`src/rtl/sd_spi_responder_if.sv`:
```
// rtl/sd_spi_responder_if.sv - SPI pin bundle between an SD host and the card responder
interface sd_spi_responder_if;
  logic SCLK_bit;
  logic CS_bit;
  logic MOSI_bit;
  logic MISO_bit;
  logic MISO_oe;

  modport master (output SCLK_bit, output CS_bit, output MOSI_bit, input MISO_bit, input MISO_oe);
  modport slave  (input SCLK_bit, input CS_bit, input MOSI_bit, output MISO_bit, output MISO_oe);
endinterface

```
`src/rtl/sd_spi_responder.sv`:
```
// rtl/sd_spi_responder.sv - SD card SPI-mode responder: frame capture, CRC7 check, R1/R7 replies
module sd_spi_responder #(
  parameter int NCR_BYTES  = 1,
  parameter int CRC_CHECK  = 1,
  parameter int INIT_POLLS = 2
) (
  input  logic              input_clk,
  input  logic              resend,
  sd_spi_responder_if.slave spi,
  output logic              cmd_valid,
  output logic [5:0]        cmd_index,
  output logic [31:0]       cmd_arg,
  output logic              crc_err,
  output logic              in_idle,
  output logic              spi_mode
);
  localparam logic [6:0] NCR_LAST   = 7'(8 * NCR_BYTES - 1);
  localparam logic [3:0] POLLS_INIT = 4'(INIT_POLLS);

  typedef enum logic [2:0] {S_IDLE, S_RECV, S_CHECK, S_WAIT_NCR, S_SEND_R1, S_SEND_R7} state_t;
  state_t r_state, w_state_nxt;

  logic r_sclk_s1, r_sclk_s2, r_sclk_s3;
  logic r_cs_s1, r_cs_s2, r_mosi_s1, r_mosi_s2;
  logic [47:0] r_frame;
  logic [6:0]  r_cnt;
  logic [39:0] r_tx;
  logic        r_miso, r_app, r_has_r7;
  logic [3:0]  r_polls;

  logic        w_cs_hi, w_rise, w_fall;
  logic        w_sample, w_cnt_inc, w_check, w_tx_active;
  logic [5:0]  w_idx;
  logic [31:0] w_arg;
  logic        w_crc_ok, w_frame_ok, w_cmd0_ok, w_respond;
  logic [7:0]  w_r1;
  logic [31:0] w_r7;
  logic        w_has_r7, w_idle_nxt, w_app_nxt, w_mode_nxt;
  logic [3:0]  w_polls_nxt, w_polls_dec;

  function automatic logic [6:0] crc7(input logic [39:0] d);
    logic [6:0] c;
    logic       fb;
    c = 7'd0;
    for (int i = 39; i >= 0; i--) begin
      fb = c[6] ^ d[i];
      c  = {c[5:0], 1'b0} ^ (fb ? 7'h09 : 7'h00);
    end
    return c;
  endfunction

  always_ff @(posedge input_clk) begin
    if (!resend) begin
      r_sclk_s1 <= 1'b0;
      r_sclk_s2 <= 1'b0;
      r_sclk_s3 <= 1'b0;
      r_cs_s1   <= 1'b1;
      r_cs_s2   <= 1'b1;
      r_mosi_s1 <= 1'b1;
      r_mosi_s2 <= 1'b1;
    end else begin
      r_sclk_s1 <= spi.SCLK_bit;
      r_sclk_s2 <= r_sclk_s1;
      r_sclk_s3 <= r_sclk_s2;
      r_cs_s1   <= spi.CS_bit;
      r_cs_s2   <= r_cs_s1;
      r_mosi_s1 <= spi.MOSI_bit;
      r_mosi_s2 <= r_mosi_s1;
    end
  end

  // CS high masks SCLK edges so a deselect always wins over a same-cycle edge
  assign w_cs_hi = r_cs_s2;
  assign w_rise  = r_sclk_s2 & ~r_sclk_s3 & ~w_cs_hi;
  assign w_fall  = ~r_sclk_s2 & r_sclk_s3 & ~w_cs_hi;

  assign w_idx      = r_frame[45:40];
  assign w_arg      = r_frame[39:8];
  assign w_crc_ok   = (CRC_CHECK == 0) || (crc7(r_frame[47:8]) == r_frame[7:1]);
  assign w_frame_ok = ~r_frame[47] & r_frame[46] & r_frame[0] & w_crc_ok;
  assign w_cmd0_ok  = w_frame_ok && (w_idx == 6'd0);
  assign w_respond  = spi_mode | w_cmd0_ok;

  always_comb begin
    w_polls_dec = (r_polls == 4'd0) ? 4'd0 : r_polls - 4'd1;
    w_r1        = {7'b0, in_idle};
    w_r7        = 32'h0;
    w_has_r7    = 1'b0;
    w_idle_nxt  = in_idle;
    w_app_nxt   = 1'b0;
    w_polls_nxt = r_polls;
    w_mode_nxt  = spi_mode;
    if (!w_frame_ok) begin
      w_r1 = {7'b0, in_idle} | 8'h08;
    end else begin
      case (w_idx)
        6'd0: begin
          w_mode_nxt  = 1'b1;
          w_idle_nxt  = 1'b1;
          w_polls_nxt = POLLS_INIT;
          w_r1        = 8'h01;
        end
        6'd8: begin
          w_r7     = {20'h0, w_arg[11:0]};
          w_has_r7 = 1'b1;
        end
        6'd55: w_app_nxt = 1'b1;
        6'd41: begin
          if (r_app) begin
            w_polls_nxt = w_polls_dec;
            if (w_polls_dec == 4'd0) w_idle_nxt = 1'b0;
            w_r1 = {7'b0, w_idle_nxt};
          end else begin
            w_r1 = {7'b0, in_idle} | 8'h04;
          end
        end
        default: w_r1 = {7'b0, in_idle} | 8'h04;
      endcase
    end
  end

  always_ff @(posedge input_clk) begin
    if (!resend) r_state <= S_IDLE;
    else         r_state <= w_state_nxt;
  end

  always_comb begin
    w_state_nxt = r_state;
    if (w_cs_hi) begin
      w_state_nxt = S_IDLE;
    end else begin
      case (r_state)
        S_IDLE:     if (w_rise && !r_mosi_s2) w_state_nxt = S_RECV;
        S_RECV:     if (w_rise && r_cnt == 7'd46) w_state_nxt = S_CHECK;
        S_CHECK:    w_state_nxt = w_respond ? S_WAIT_NCR : S_IDLE;
        S_WAIT_NCR: if (w_fall && r_cnt == NCR_LAST) w_state_nxt = S_SEND_R1;
        S_SEND_R1:  if (w_fall && r_cnt == 7'd7) w_state_nxt = r_has_r7 ? S_SEND_R7 : S_IDLE;
        S_SEND_R7:  if (w_fall && r_cnt == 7'd31) w_state_nxt = S_IDLE;
        default:    w_state_nxt = S_IDLE;
      endcase
    end
  end

  always_comb begin
    w_sample    = 1'b0;
    w_cnt_inc   = 1'b0;
    w_check     = 1'b0;
    w_tx_active = 1'b0;
    case (r_state)
      S_IDLE:     w_sample = w_rise & ~r_mosi_s2;
      S_RECV:     begin w_sample = w_rise; w_cnt_inc = w_rise; end
      S_CHECK:    w_check = ~w_cs_hi;
      S_WAIT_NCR: w_cnt_inc = w_fall;
      S_SEND_R1,
      S_SEND_R7:  begin w_cnt_inc = w_fall; w_tx_active = 1'b1; end
      default:    ;
    endcase
  end

  // MISO only moves on falling edges; the last response bit stays up into IDLE
  always_ff @(posedge input_clk) begin
    if (!resend) begin
      r_frame   <= 48'h0;
      r_cnt     <= 7'd0;
      r_tx      <= 40'h0;
      r_miso    <= 1'b1;
      r_has_r7  <= 1'b0;
      r_app     <= 1'b0;
      r_polls   <= POLLS_INIT;
      cmd_valid <= 1'b0;
      cmd_index <= 6'd0;
      cmd_arg   <= 32'h0;
      crc_err   <= 1'b0;
      in_idle   <= 1'b1;
      spi_mode  <= 1'b0;
    end else begin
      cmd_valid <= w_check;
      if (w_state_nxt != r_state) r_cnt <= 7'd0;
      else if (w_cnt_inc)         r_cnt <= r_cnt + 7'd1;
      if (w_sample) r_frame <= {r_frame[46:0], r_mosi_s2};
      if (w_cs_hi) begin
        r_miso <= 1'b1;
      end else if (w_fall) begin
        if (w_tx_active) begin
          r_miso <= r_tx[39];
          r_tx   <= {r_tx[38:0], 1'b1};
        end else begin
          r_miso <= 1'b1;
        end
      end
      if (w_check) begin
        cmd_index <= w_idx;
        cmd_arg   <= w_arg;
        crc_err   <= ~w_frame_ok;
        if (w_respond) begin
          r_tx     <= {w_r1, w_r7};
          r_has_r7 <= w_has_r7;
          in_idle  <= w_idle_nxt;
          spi_mode <= w_mode_nxt;
          r_app    <= w_app_nxt;
          r_polls  <= w_polls_nxt;
        end
      end
    end
  end

  assign spi.MISO_bit = r_miso;
  assign spi.MISO_oe  = ~r_cs_s2;
endmodule

```
`src/flat_wrapper.sv`:
```
// flat-port wrapper written by rule: the top's interface ports become plain ports
module sd_spi_responder_flat 
#(
  parameter int NCR_BYTES  = 1,
  parameter int CRC_CHECK  = 1,
  parameter int INIT_POLLS = 2
)
  (input_clk, resend, cmd_valid, cmd_index, cmd_arg, crc_err, in_idle, spi_mode, spi_SCLK_bit, spi_CS_bit, spi_MOSI_bit, spi_MISO_bit, spi_MISO_oe);
  sd_spi_responder_if spi_i ();
  input  logic input_clk;
  input  logic resend;
  output logic cmd_valid;
  output logic [5:0] cmd_index;
  output logic [31:0] cmd_arg;
  output logic crc_err;
  output logic in_idle;
  output logic spi_mode;
  input wire logic [$bits(spi_i.SCLK_bit)-1:0] spi_SCLK_bit;
  input wire logic [$bits(spi_i.CS_bit)-1:0] spi_CS_bit;
  input wire logic [$bits(spi_i.MOSI_bit)-1:0] spi_MOSI_bit;
  output wire logic [$bits(spi_i.MISO_bit)-1:0] spi_MISO_bit;
  output wire logic [$bits(spi_i.MISO_oe)-1:0] spi_MISO_oe;
  assign spi_i.SCLK_bit = spi_SCLK_bit;
  assign spi_i.CS_bit = spi_CS_bit;
  assign spi_i.MOSI_bit = spi_MOSI_bit;
  assign spi_MISO_bit = spi_i.MISO_bit;
  assign spi_MISO_oe = spi_i.MISO_oe;
  sd_spi_responder #(.NCR_BYTES(NCR_BYTES), .CRC_CHECK(CRC_CHECK), .INIT_POLLS(INIT_POLLS)) u_core (.input_clk(input_clk), .resend(resend), .spi(spi_i), .cmd_valid(cmd_valid), .cmd_index(cmd_index), .cmd_arg(cmd_arg), .crc_err(crc_err), .in_idle(in_idle), .spi_mode(spi_mode));
endmodule
```
`config.mk`:
```
export PLATFORM = sky130hd
export DESIGN_NAME = sd_spi_responder_flat
export DESIGN_NICKNAME = d
export VERILOG_FILES = /design/src/rtl/sd_spi_responder_if.sv /design/src/rtl/sd_spi_responder.sv /design/src/flat_wrapper.sv
export SDC_FILE = /design/constraint.sdc
export NUM_CORES = 1
export LEC_CHECK = 0
export CAP_MARGIN = 40
export CORE_MARGIN = 8
export CORE_UTILIZATION = 55
export CTS_CLUSTER_SIZE = 20
export DETAILED_ROUTE_END_ITERATION = 7
export GPL_ROUTABILITY_DRIVEN = 0
export PLACE_DENSITY = 0.75
export SLEW_MARGIN = 10
export SYNTH_ARGS = -nofsm -noshare
export SYNTH_HDL_FRONTEND = slang
export SYNTH_SLANG_ARGS = --single-unit
export TNS_END_PERCENT = 5
```
`constraint.sdc`:
```
create_clock -name input_clk -period 5 [get_ports input_clk]
set_input_delay 1 -clock input_clk [delete_from_list [all_inputs] [get_ports input_clk]]
set_output_delay 1 -clock input_clk [all_outputs]
set_load 0.01 [all_outputs]
```
==> summary.md <==
| Metric | Value |
|---|---|
| First-pass GRT wire length | 26200 µm |
| CP Buf/Inv Count | 0 |
| CTS tree | done |
| Sequential cell area | 3080 µm² |
| CP top delay family | XOR/XNOR gates |
| Post-cts repair resize count | 0 |
| Setup Crit Path Kind | reg -> reg |
| Initial DRC count | 471 |
| Worst hold margin | 411 ps |
| Commonest non-fill, non-tap cell in the layout | nand2_1 |
| Worst Path Required | 5320 ps |
| Combinational share of power | 1.3% |
| Clk_lat worst skew | 430 ps |
| Hold-fix buffers, CTS | 0 |
| Hold Startpoint | u_core.r_cs_s1 |
| Final setup fails | 0 |
| Reg2reg end | u_core.r_polls[2] |
| Most numerous cell on the critical path | xnor2_1 |
| Syn_nets | 824 |
| Vias/cell | 5.53 |
| DIE AREA | 16800 µm² |
| Clock power share | 49.1% |
| HPWL after DPL | 10900 µm |
| Cells after DPL | 994 |
| Core box area | 12600 µm² |
| CTS Sinks | 154 |
| Inserted Diodes | 0 |
| Crit Path Max Fanout | 12 |
| Syn. warnings | 0 |
| Crit-path max cell delay | 600 ps |
| Run status | completed |
| FILL cells | 1048 |
| Layout cells sized above 1 | 7.14% |
| Post-synthesis cell type count | 66 |
| Clock Pin Slew Worst Setup and Hold Paths | 60 ps |
| Vias in the first global route | 5453 |
| F_max | 245 MHz |
| Post-synth top flop | dfxtp_1 |
| Reg-to-reg setup timing slack | 920 ps |
| Largest net degree at the start of global routing | 85 |
| Area of the multi-input gates | 3730 µm² |
| Post-synth EDFFs | 0 |
| Final setup TNS | 0 ps |
| Area leader, netlist | dfxtp_1 |
| Sw Ratio | 21.9% |
| CP Data Arrival Time | 4400 ps |
| Grt ovf | 0 |
| HP Class | reg -> reg |
| Reg2reg path depth | 9 |
| Post-CTS Setup Repair Bufs | 0 |
| Final Max Tran Viols | 0 |
| Crit start category | flip-flop |
| Rows | 41 |
| RSZ-0062 raised after global routing | no |
| Hold Violations, Final | 0 |
| Reg-to-reg critical path startpoint | u_core.r_frame[43] |
| Slowest stage cell, crit path | or4_4 |
| Post-Layout Cell Count | 1026 |
| Tightest Pin Transition | 826 ps |
| Clock Skews | 10.8 ps |
| Final min period | 4080 ps |
| Mapped Area | 7080 µm² |
| Dominant cells by area after synthesis | dfxtp_1, nand2_1, a21oi_1, xnor2_1, mux2i_1 |
| PwrDens | 303 nW/µm² |
| Switching power | 0.544 mW |
| Die Wd | 129 µm |
| Clock Path Buffers | 2 |
| Clock Tree Root | clkbuf_16 |
| Top-area cell type share of the netlist area | 43.6% |
| Most frequent cells in the layout | nand2_1, dfxtp_1, a21oi_1, nor2_1, clkdlybuf4s50_1 |
| Fin util | 65.2% |
| Yosys reg bits | 154 |
| CP endpoint kind | flip-flop |
| DRC viols | 0 |
| P&R area growth vs syn | 15.8% |
| Syn Inst Count | 817 |
| Initial antenna violation count | 0 |
| Final #Nets | 848 |
| WL final | 15900 µm |
| # port buffers | 48 |
| Vias | 5678 |
| # IOs | 49 |
| Drt wl/cell | 15.5 µm |
| GR Util All Layers | 19.4% |
| Seq/Total Area, Yosys | 43.6% |
| Post-synth ARST share | 0% |
| Post-route clock period utilization | 81.6% |
| Max-slew headroom | 44.9% |
| Worst setup path startpoint | u_core.r_frame[43] |
| Crit. path cell count | 9 |
| H-tree depth | 4 |
| First-pass DRT Iterations | 5 |
| Crit path cell chain | xnor3_1, xnor2_1, xnor2_1, xnor2_1, xnor3_1, or3_1, a21o_1, or4_4, a32o_1 |
| Max-cap violations | 0 |
| VDD IR max | 178 µV |
| Syn_area_per_cell | 8.66 µm² |
| Num CTS Buffers | 17 |
| Cell leakage power | 2.74 nW |
| Reg power frac | 49.6% |
| Initial Utilization | 56.3% |
| Crit path to | u_core.r_polls[2] |
| Chip height | 129 µm |
| Post-DRT Antenna Nets | 0 |
| Pint | 1.94 mW |
## per-layer routing
| metal | GRT usage [%] | routed length [µm] | vias to the layer above |
|---|---|---|---|
| li1 | - | - | 2810 |
| met1 | 23.1 | 7020 | 2693 |
| met2 | 32.7 | 7770 | 152 |
| met3 | 4.97 | 796 | 23 |
| met4 | 8.20 | 305 | 0 |
| met5 | 0 | 0 | - |
## through the flow
step / cell area, µm² / total power, mW / setup slack (ps)
after CTS: 8200 / 2.50 / 928
after global routing: 8200 / 2.56 / 722
final: 8200 / 2.49 / 918
after floorplan: 7080 / 1.28 / 1390
after global placement: 7630 / 1.29 / 1130
after detailed placement: 7630 / 1.29 / 969
## worst min path at each step
| stage | slack [ps] | end | cells after the start |
|---|---|---|---|
| 5_1_grt | 450 | u_core.r_mosi_s2 | 1 |
| 4_1_cts | 410 | u_core.r_cs_s2 | 1 |
| 2_1_floorplan | 390 | u_core.r_cs_s2 | 1 |
| 3_5_place_dp | 400 | u_core.r_cs_s2 | 1 |
| 3_3_place_gp | 390 | u_core.r_cs_s2 | 1 |
| 6_report | 410 | u_core.r_cs_s2 | 1 |
## flip-flops by register name, summed over array words and instances, names as in the netlist, 3 cells and up
name and count:
u_core.r_tx 40, u_core.r_cnt 7, u_core.r_polls 4, u_core.cmd_index 6, u_core.r_state 3, u_core.r_frame 48
u_core.cmd_arg 32
## synth_stat cells, types with 2 or more instances
cell	instances
a21o_1	2
xnor3_1	15
mux2i_1	40
mux2_2	4
nor2_1	49
buf_6	2
nor3_1	14
a21oi_2	2
ha_1	2
nand2_1	194
clkbuf_1	40
nand4_1	8
a21oi_1	96
o211ai_1	2
or3_1	4
and2_1	5
nand3_1	11
xnor2_2	2
xor2_1	15
a2bb2oi_1	2
a211oi_1	6
buf_1	3
o211a_1	2
nor2b_1	3
a221oi_1	2
o21ai_0	10
inv_1	15
nand2b_1	5
and3_1	3
a31oi_1	5
buf_2	7
dfxtp_1	154
xnor2_1	47
nand4b_1	2
or2_2	2
o22ai_1	12
## final cells by class
cell class,count,area share (%)
sequential,154,37.6
tap,172,2.63
clock buffer,20,5.45
multi-input combinational,595,45.5
timing repair buffer,57,6.69
inverter,16,0.733
clock inverter,12,1.42
## power by group through the flow
stage	clock network, mW	logic [mW]	registers [mW]
6_report	1.22	0.0325	1.23
5_1_grt	1.29	0.0361	1.23
4_1_cts	1.24	0.0325	1.23
3_5_place_dp	0	0.0325	1.26
3_3_place_gp	0	0.0316	1.26
2_1_floorplan	0	0.0235	1.26
## cell families (layout without fill, tap and decap cells)
kind of cell	count (synthesis)	after routing	share of synthesized area (%)
and+or+nand+nor	309	309	18.7
buffers and inverters	68	105	3.94
DFF	154	154	43.6
xor gates and xnor gates	81	81	13.6
muxes	44	44	6.29
adders and majority gates	2	2	0.354
AOI/OAI and AO/OA	159	159	13.5
Power figures use the tool's default switching activity.
